`src/rtl/seq_dect_pkg.sv`:
```
// Shared types and defaults for the 2-bit-symbol sequence detector front end.
// Latency: n/a (types and constants only).
// Backpressure: n/a.
package seq_dect_pkg;

    // One {A,B} symbol as seen by the detector.
    typedef logic [1:0] sym_t;

    // Symbol driven while the serializer has nothing to shift.
    localparam sym_t IDLE_SYM = 2'b00;

    // Default number of symbols packed into one pattern word.
    localparam int SYMS_PER_WORD = 8;

    typedef enum logic {
        S_IDLE  = 1'b0,
        S_SHIFT = 1'b1
    } ser_state_t;

endpackage

```
`src/rtl/seq_word_hold.sv`:
```
// One-entry holding register that parks a word while the shifter is busy.
// Latency: written on one edge, readable from the next; ready updates one edge later.
// Backpressure: ready is registered and low whenever the entry is (or is becoming) occupied.
//
// Ports:
//   clk, clr        clock, asynchronous active-low reset
//   wr, wr_data     capture wr_data into the entry (caller only asserts when ready)
//   rd              release the entry (caller only asserts when valid)
//   data, valid     held word and its occupancy flag
//   ready           registered "entry free" flag; held low during reset and for the first edge after it
module seq_word_hold #(
    parameter int W = 16
) (
    input  logic         clk,
    input  logic         clr,
    input  logic         wr,
    input  logic [W-1:0] wr_data,
    input  logic         rd,
    output logic [W-1:0] data,
    output logic         valid,
    output logic         ready
);

    logic valid_n;

    // Write and release never coincide: a write needs the entry empty, a release needs it full.
    assign valid_n = wr | (valid & ~rd);

    always_ff @(posedge clk or negedge clr) begin
        if (!clr) begin
            data  <= '0;
            valid <= 1'b0;
            ready <= 1'b0;
        end else begin
            if (wr) begin
                data <= wr_data;
            end
            valid <= valid_n;
            // Ready mirrors the entry occupancy after this edge, so it never depends on word_valid.
            ready <= ~valid_n;
        end
    end

endmodule

```
`src/rtl/seq_sym_serializer.sv`:
```
// Serializes 16-bit pattern words into one {A,B} symbol per clock, MSB pair first, idle symbol when starved.
// Latency: a word accepted on an edge shows its first symbol right after that same edge.
// Backpressure: word_ready = hold entry free (registered); the source holds word_in while ready is low.
//
// Ports:
//   clk, clr                clock, asynchronous active-low reset
//   word_in, word_valid     pattern word offered by the source
//   word_ready              block will take word_in on the next rising edge
//   A, B                    registered symbol to the detector
//   sym_valid, sym_first    A/B carry a word symbol / the first symbol of a word
//   busy                    shifter active or hold entry occupied
module seq_sym_serializer
    import seq_dect_pkg::sym_t;
    import seq_dect_pkg::ser_state_t;
    import seq_dect_pkg::S_IDLE;
    import seq_dect_pkg::S_SHIFT;
#(
    parameter int   SYMS_PER_WORD = 8,
    parameter sym_t IDLE_SYM      = seq_dect_pkg::IDLE_SYM
) (
    input  logic                       clk,
    input  logic                       clr,
    input  logic [2*SYMS_PER_WORD-1:0] word_in,
    input  logic                       word_valid,
    output logic                       word_ready,
    output logic                       A,
    output logic                       B,
    output logic                       sym_valid,
    output logic                       sym_first,
    output logic                       busy
);

    localparam int W     = 2 * SYMS_PER_WORD;
    localparam int IDX_W = $clog2(SYMS_PER_WORD);
    localparam logic [IDX_W-1:0] LAST_IDX = IDX_W'(SYMS_PER_WORD - 1);

    ser_state_t       state, state_n;
    logic [W-1:0]     sr, sr_n;
    logic [IDX_W-1:0] sym_idx, sym_idx_n;
    sym_t             sym_q, sym_n;
    logic             vld_q, vld_n;
    logic             first_q, first_n;

    logic             accept;
    logic             h_wr, h_rd, h_valid;
    logic [W-1:0]     h_data;
    logic             ld_en;
    logic [W-1:0]     ld_word;

    assign accept = word_valid & word_ready;

    seq_word_hold #(.W(W)) u_hold (
        .clk     (clk),
        .clr     (clr),
        .wr      (h_wr),
        .wr_data (word_in),
        .rd      (h_rd),
        .data    (h_data),
        .valid   (h_valid),
        .ready   (word_ready)
    );

    always_ff @(posedge clk or negedge clr) begin
        if (!clr) begin
            state   <= S_IDLE;
            sr      <= '0;
            sym_idx <= '0;
            sym_q   <= IDLE_SYM;
            vld_q   <= 1'b0;
            first_q <= 1'b0;
        end else begin
            state   <= state_n;
            sr      <= sr_n;
            sym_idx <= sym_idx_n;
            sym_q   <= sym_n;
            vld_q   <= vld_n;
            first_q <= first_n;
        end
    end

    always_comb begin
        state_n   = state;
        sr_n      = sr;
        sym_idx_n = sym_idx;
        sym_n     = sym_q;
        vld_n     = vld_q;
        first_n   = 1'b0;
        h_wr      = 1'b0;
        h_rd      = 1'b0;
        ld_en     = 1'b0;
        ld_word   = word_in;

        case (state)
            S_IDLE: begin
                ld_en = accept;
            end
            default: begin
                if (sym_idx == LAST_IDX) begin
                    // Last symbol is on the wire: chain the next word without a gap.
                    // The hold entry has priority; a fresh accept can only happen when it is empty.
                    if (h_valid) begin
                        ld_en   = 1'b1;
                        ld_word = h_data;
                        h_rd    = 1'b1;
                    end else if (accept) begin
                        ld_en = 1'b1;
                    end else begin
                        state_n   = S_IDLE;
                        sym_n     = IDLE_SYM;
                        vld_n     = 1'b0;
                        sym_idx_n = '0;
                    end
                end else begin
                    sym_n     = sr[W-1 -: 2];
                    sr_n      = {sr[W-3:0], 2'b00};
                    sym_idx_n = sym_idx + 1'b1;
                    h_wr      = accept;
                end
            end
        endcase

        // The top pair goes straight to the output register; the shifter keeps the remainder.
        if (ld_en) begin
            state_n   = S_SHIFT;
            sym_n     = ld_word[W-1 -: 2];
            sr_n      = {ld_word[W-3:0], 2'b00};
            sym_idx_n = '0;
            vld_n     = 1'b1;
            first_n   = 1'b1;
        end
    end

    assign A         = sym_q[1];
    assign B         = sym_q[0];
    assign sym_valid = vld_q;
    assign sym_first = first_q;
    assign busy      = (state == S_SHIFT) | h_valid;

endmodule

```
`config.mk`:
```
export PLATFORM = sky130hd
export DESIGN_NAME = seq_sym_serializer
export DESIGN_NICKNAME = d
export VERILOG_FILES = /design/src/rtl/seq_dect_pkg.sv /design/src/rtl/seq_word_hold.sv /design/src/rtl/seq_sym_serializer.sv
export SDC_FILE = /design/constraint.sdc
export NUM_CORES = 1
export LEC_CHECK = 0
export CORE_AREA = 3 3 62 70
export DETAILED_ROUTE_END_ITERATION = 16
export DIE_AREA = 0 0 65 73
export PLACE_DENSITY = 0.82
export RECOVER_POWER = 25
export SYNTH_ARGS = -nofsm -noshare
export SYNTH_HDL_FRONTEND = slang
export SYNTH_SLANG_ARGS = --single-unit
```
`constraint.sdc`:
```
create_clock -name clk -period 5.06 [get_ports clk]
set_input_delay 1.518 -clock clk [delete_from_list [all_inputs] [get_ports clk]]
set_output_delay 1.518 -clock clk [all_outputs]
set_load 0.01 [all_outputs]
```
==> impl_results.md <==
- Layout area overhead: 20.37%
- Overall power: 645.8 uW
- Mux cell area share after synthesis: 20.30%
- Max Cap Viol: 1
- Clk slew on worst S/H paths: 0.07 ns
- R2r worst-path depth: 5
- Syn Std Cell Area: 0.001824 sq mm
- Total Wirelength: 3413 um
- Cell row count: 23
- Simple-gate area share of the yosys netlist: 5.967%
- Pre-CTS setup slack: 1.675 ns
- Syn Nets: 160
- Die height: 73 um
- Post-DP HPWL: 2407 um
- Post-synthesis cell count: 139
- CP endpoint kind: flop
- Setup tns final: 0 ns
- Worst-skew pair later-pin latency: 0.29 ns
- Clock sink count: 40
- Ant. Diodes: 0
- Critical Path RT: 5.18 ns
- Placer Congestion: 0.7494
- Max Slew Vio Count: 41
- Largest net degree at the start of global routing: 41
- CP max stage cell: a21boi_1
- Worst Path Buf+Inv: 1
- CP startpoint kind: input port
- Die area: 0.004745 sq mm
- FF/Latch Area: 0.001001 sq mm
- CTS tree: yes
- Post-route minimum period: 3.079 ns
- Die width: 65 um
- CTS Buf Count: 5
- Largest family of logic cells by synthesized area: multiplexers
- Filler Cell Count: 310
- Min-Delay Path Depth: 2
- RSZ-0062 raised after global routing: no
- Routed vias: 1178
- Pleak: 1.180 nW
- Clock Skews: 0.008967 ns
- F_max: 324.8 MHz
- Crit-path max FO: 15
- Setup-failing EPs final: 0
- First-pass GRT wire length: 5934 um
- Compound-Gate Fraction of Synth Area: 11.45%
- Post-synthesis sequential area ratio: 54.87%
- H-tree levels: 2
- Synth warn: 0
- Crit Path Class: in2reg
- Status: finished with violations
- Synth cell types: 28
- Routed WL per cell: 15.95 um
- Post-Synth Adder-Cell Area: 1.372%
- Xor and xnor area share after synthesis: 0%
- Initial Util: 49.91%
- Fin nets: 185
- GRT Overall Usage: 16.67%
- Post-CTS setup buffers: 0
- Min-Delay Path Class: reg2reg
- Tightest Pin Transition: 2.084 ns
- PD cells: 294.1 mW/mm^2
- Worst path top cell family by delay: compound AO/OA/AOI/OAI gates
- Core area: 0.003655 sq mm
- Worst path cell trace: clkdlybuf4s50_1 > nand2_1 > a21boi_1 > a221oi_1
- Layout cell share with drive strength beyond 1: 17.07%
- Final core occ: 60.08%
- Clock Tree Root: clkbuf_8
- Slew HR: -38.94%
- Initial antenna violation count: 0
- Clock Tree Buf Depth: 2
- Final Worst Setup Slack: 1.981 ns
- DRT Pass-1 Iters: 6
- Congestion Overflow GR: 0
- Post-route ant nets: 0
- Syn_area_per_cell: 13.12 sq um
- Hold Worst Slack: 0.5076 ns
- Levels on crit path: 4
- Failing checks: capacitance limit, slew limit
- Arr. time, crit path: 3.19 ns
- Multi-input logic area: 713.2 sq um
- Post_cts resized: 0
- Max stage delay on crit path: 0.83 ns
- Vias in the first global route: 1239
- Drt drc: 0
- Final Hold Viols: 0
- Vias per inst: 5.505
- Tcrit/Tclk final: 60.85%
- #FFs+latches synth: 40
- Port Buffers: 24
- CTS Hold Bufs: 0
- VDD IR max: 0.2225 mV
- Starting DRT DRC Count: 69
- # IOs: 25
-- per-layer routing --
layer | vias up | routed length (um) | global-route usage, %
li1 | 553 | - | -
met4 | 0 | 42 | 5.634
met5 | - | 0 | 0
met1 | 584 | 1437 | 20.64
met3 | 4 | 191 | 5.547
met2 | 37 | 1742 | 27.39
-- tightest hold or removal path: cells and delay by family, from the launching register on --
| family | cells | cell delay [ns] |
|---|---|---|
| simple gates | 1 | 0.05 |
| flops | 1 | 0.36 |
| compound gates | 1 | 0.06 |
-- metrics by stage --
stage,area (sq um),std cells
final,2196,214
after floorplan,1824,139
after global routing,2196,214
after global placement,2068,207
after detailed placement,2068,207
after CTS,2197,214
-- area by class of cell --
cell class	instances	share of cell area [%]
timing repair buffer	24	10.66
sequential	40	45.58
multi-input combinational	78	32.48
inverter	15	2.564
tap	50	2.849
clock inverter	2	2.735
clock buffer	5	3.134
-- final timing paths --
path                            startpoint  slack, ns             end
worst min-delay path            sym_idx[1]       0.51      sym_idx[1]
max in group asynchronous              clr       2.04  u_hold.data[3]
min in group asynchronous              clr       1.83  u_hold.data[8]
worst max-delay path            word_valid       1.98           sr[5]
worst max register to register  sym_idx[0]       2.75           sr[9]
worst min register to register  sym_idx[1]       0.51      sym_idx[1]
-- cells in the mapped netlist --
cell type / instances / area (sq um)
mux2i_1: 16 / 160.2
buf_2: 1 / 5.000
nand3_4: 1 / 17.52
nand2_1: 8 / 30.03
mux2_2: 8 / 90.09
nor2_1: 2 / 7.510
a222oi_1: 10 / 100.1
a21o_4: 1 / 15.01
buf_6: 4 / 45.04
a21boi_1: 1 / 7.510
o21ai_0: 6 / 30.03
and2_1: 1 / 6.260
o2bb2ai_1: 2 / 17.52
ha_1: 2 / 25.02
or2b_1: 1 / 7.510
a221oi_1: 2 / 17.52
nand2b_1: 3 / 18.77
and2b_4: 1 / 10.01
a22oi_1: 1 / 7.510
dfrtp_1: 40 / 1001
mux2_4: 8 / 120.1
nand3_1: 1 / 5.000
inv_2: 1 / 3.750
clkbuf_1: 1 / 3.750
a21oi_1: 1 / 5.000
or2_2: 1 / 6.260
inv_1: 14 / 52.55
a32oi_1: 1 / 8.760
-- state kept, by name, indices dropped and copies added, names as in the netlist, 2 cells and up --
| signal | count |
|---|---|
| u_hold.data | 16 |
| sym_idx | 3 |
| sym_q | 2 |
| sr | 14 |
-- cell usage in the layout, fill, tap and decap left out --
cell             instances
a21boi_1                 1
a21o_4                   1
a21oi_1                  1
a221oi_1                 2
a222oi_1                10
a22oi_1                  1
a32oi_1                  1
and2_1                   1
and2b_4                  1
bufinv_16                2
clkbuf_1                 1
clkbuf_8                 5
clkdlybuf4s50_1         23
dfrtp_1                 40
ha_1                     2
inv_1                   14
inv_2                    1
mux2_2                   8
mux2_4                   8
mux2i_1                 16
nand2_1                  8
nand2b_1                 3
nand3_1                  1
nand3_4                  1
nor2_1                   2
o21ai_0                  6
o2bb2ai_1                2
or2_2                    1
or2b_1                   1
-- power by group --
| part | switching (mW) | internal, mW |
|---|---|---|
| logic | 0.0118 | 0.0140 |
| clock network | 0.106 | 0.194 |
| registers | 0 | 0.319 |
| total | 0.118 | 0.528 |
-- kinds of logic after synthesis --
logic type	count (synthesis)
mux	32
buf+inv	21
simple gates	19
flops	40
compound gates	25
fa+ha+maj	2
Note: power is estimated with default switching activity, not from simulation.
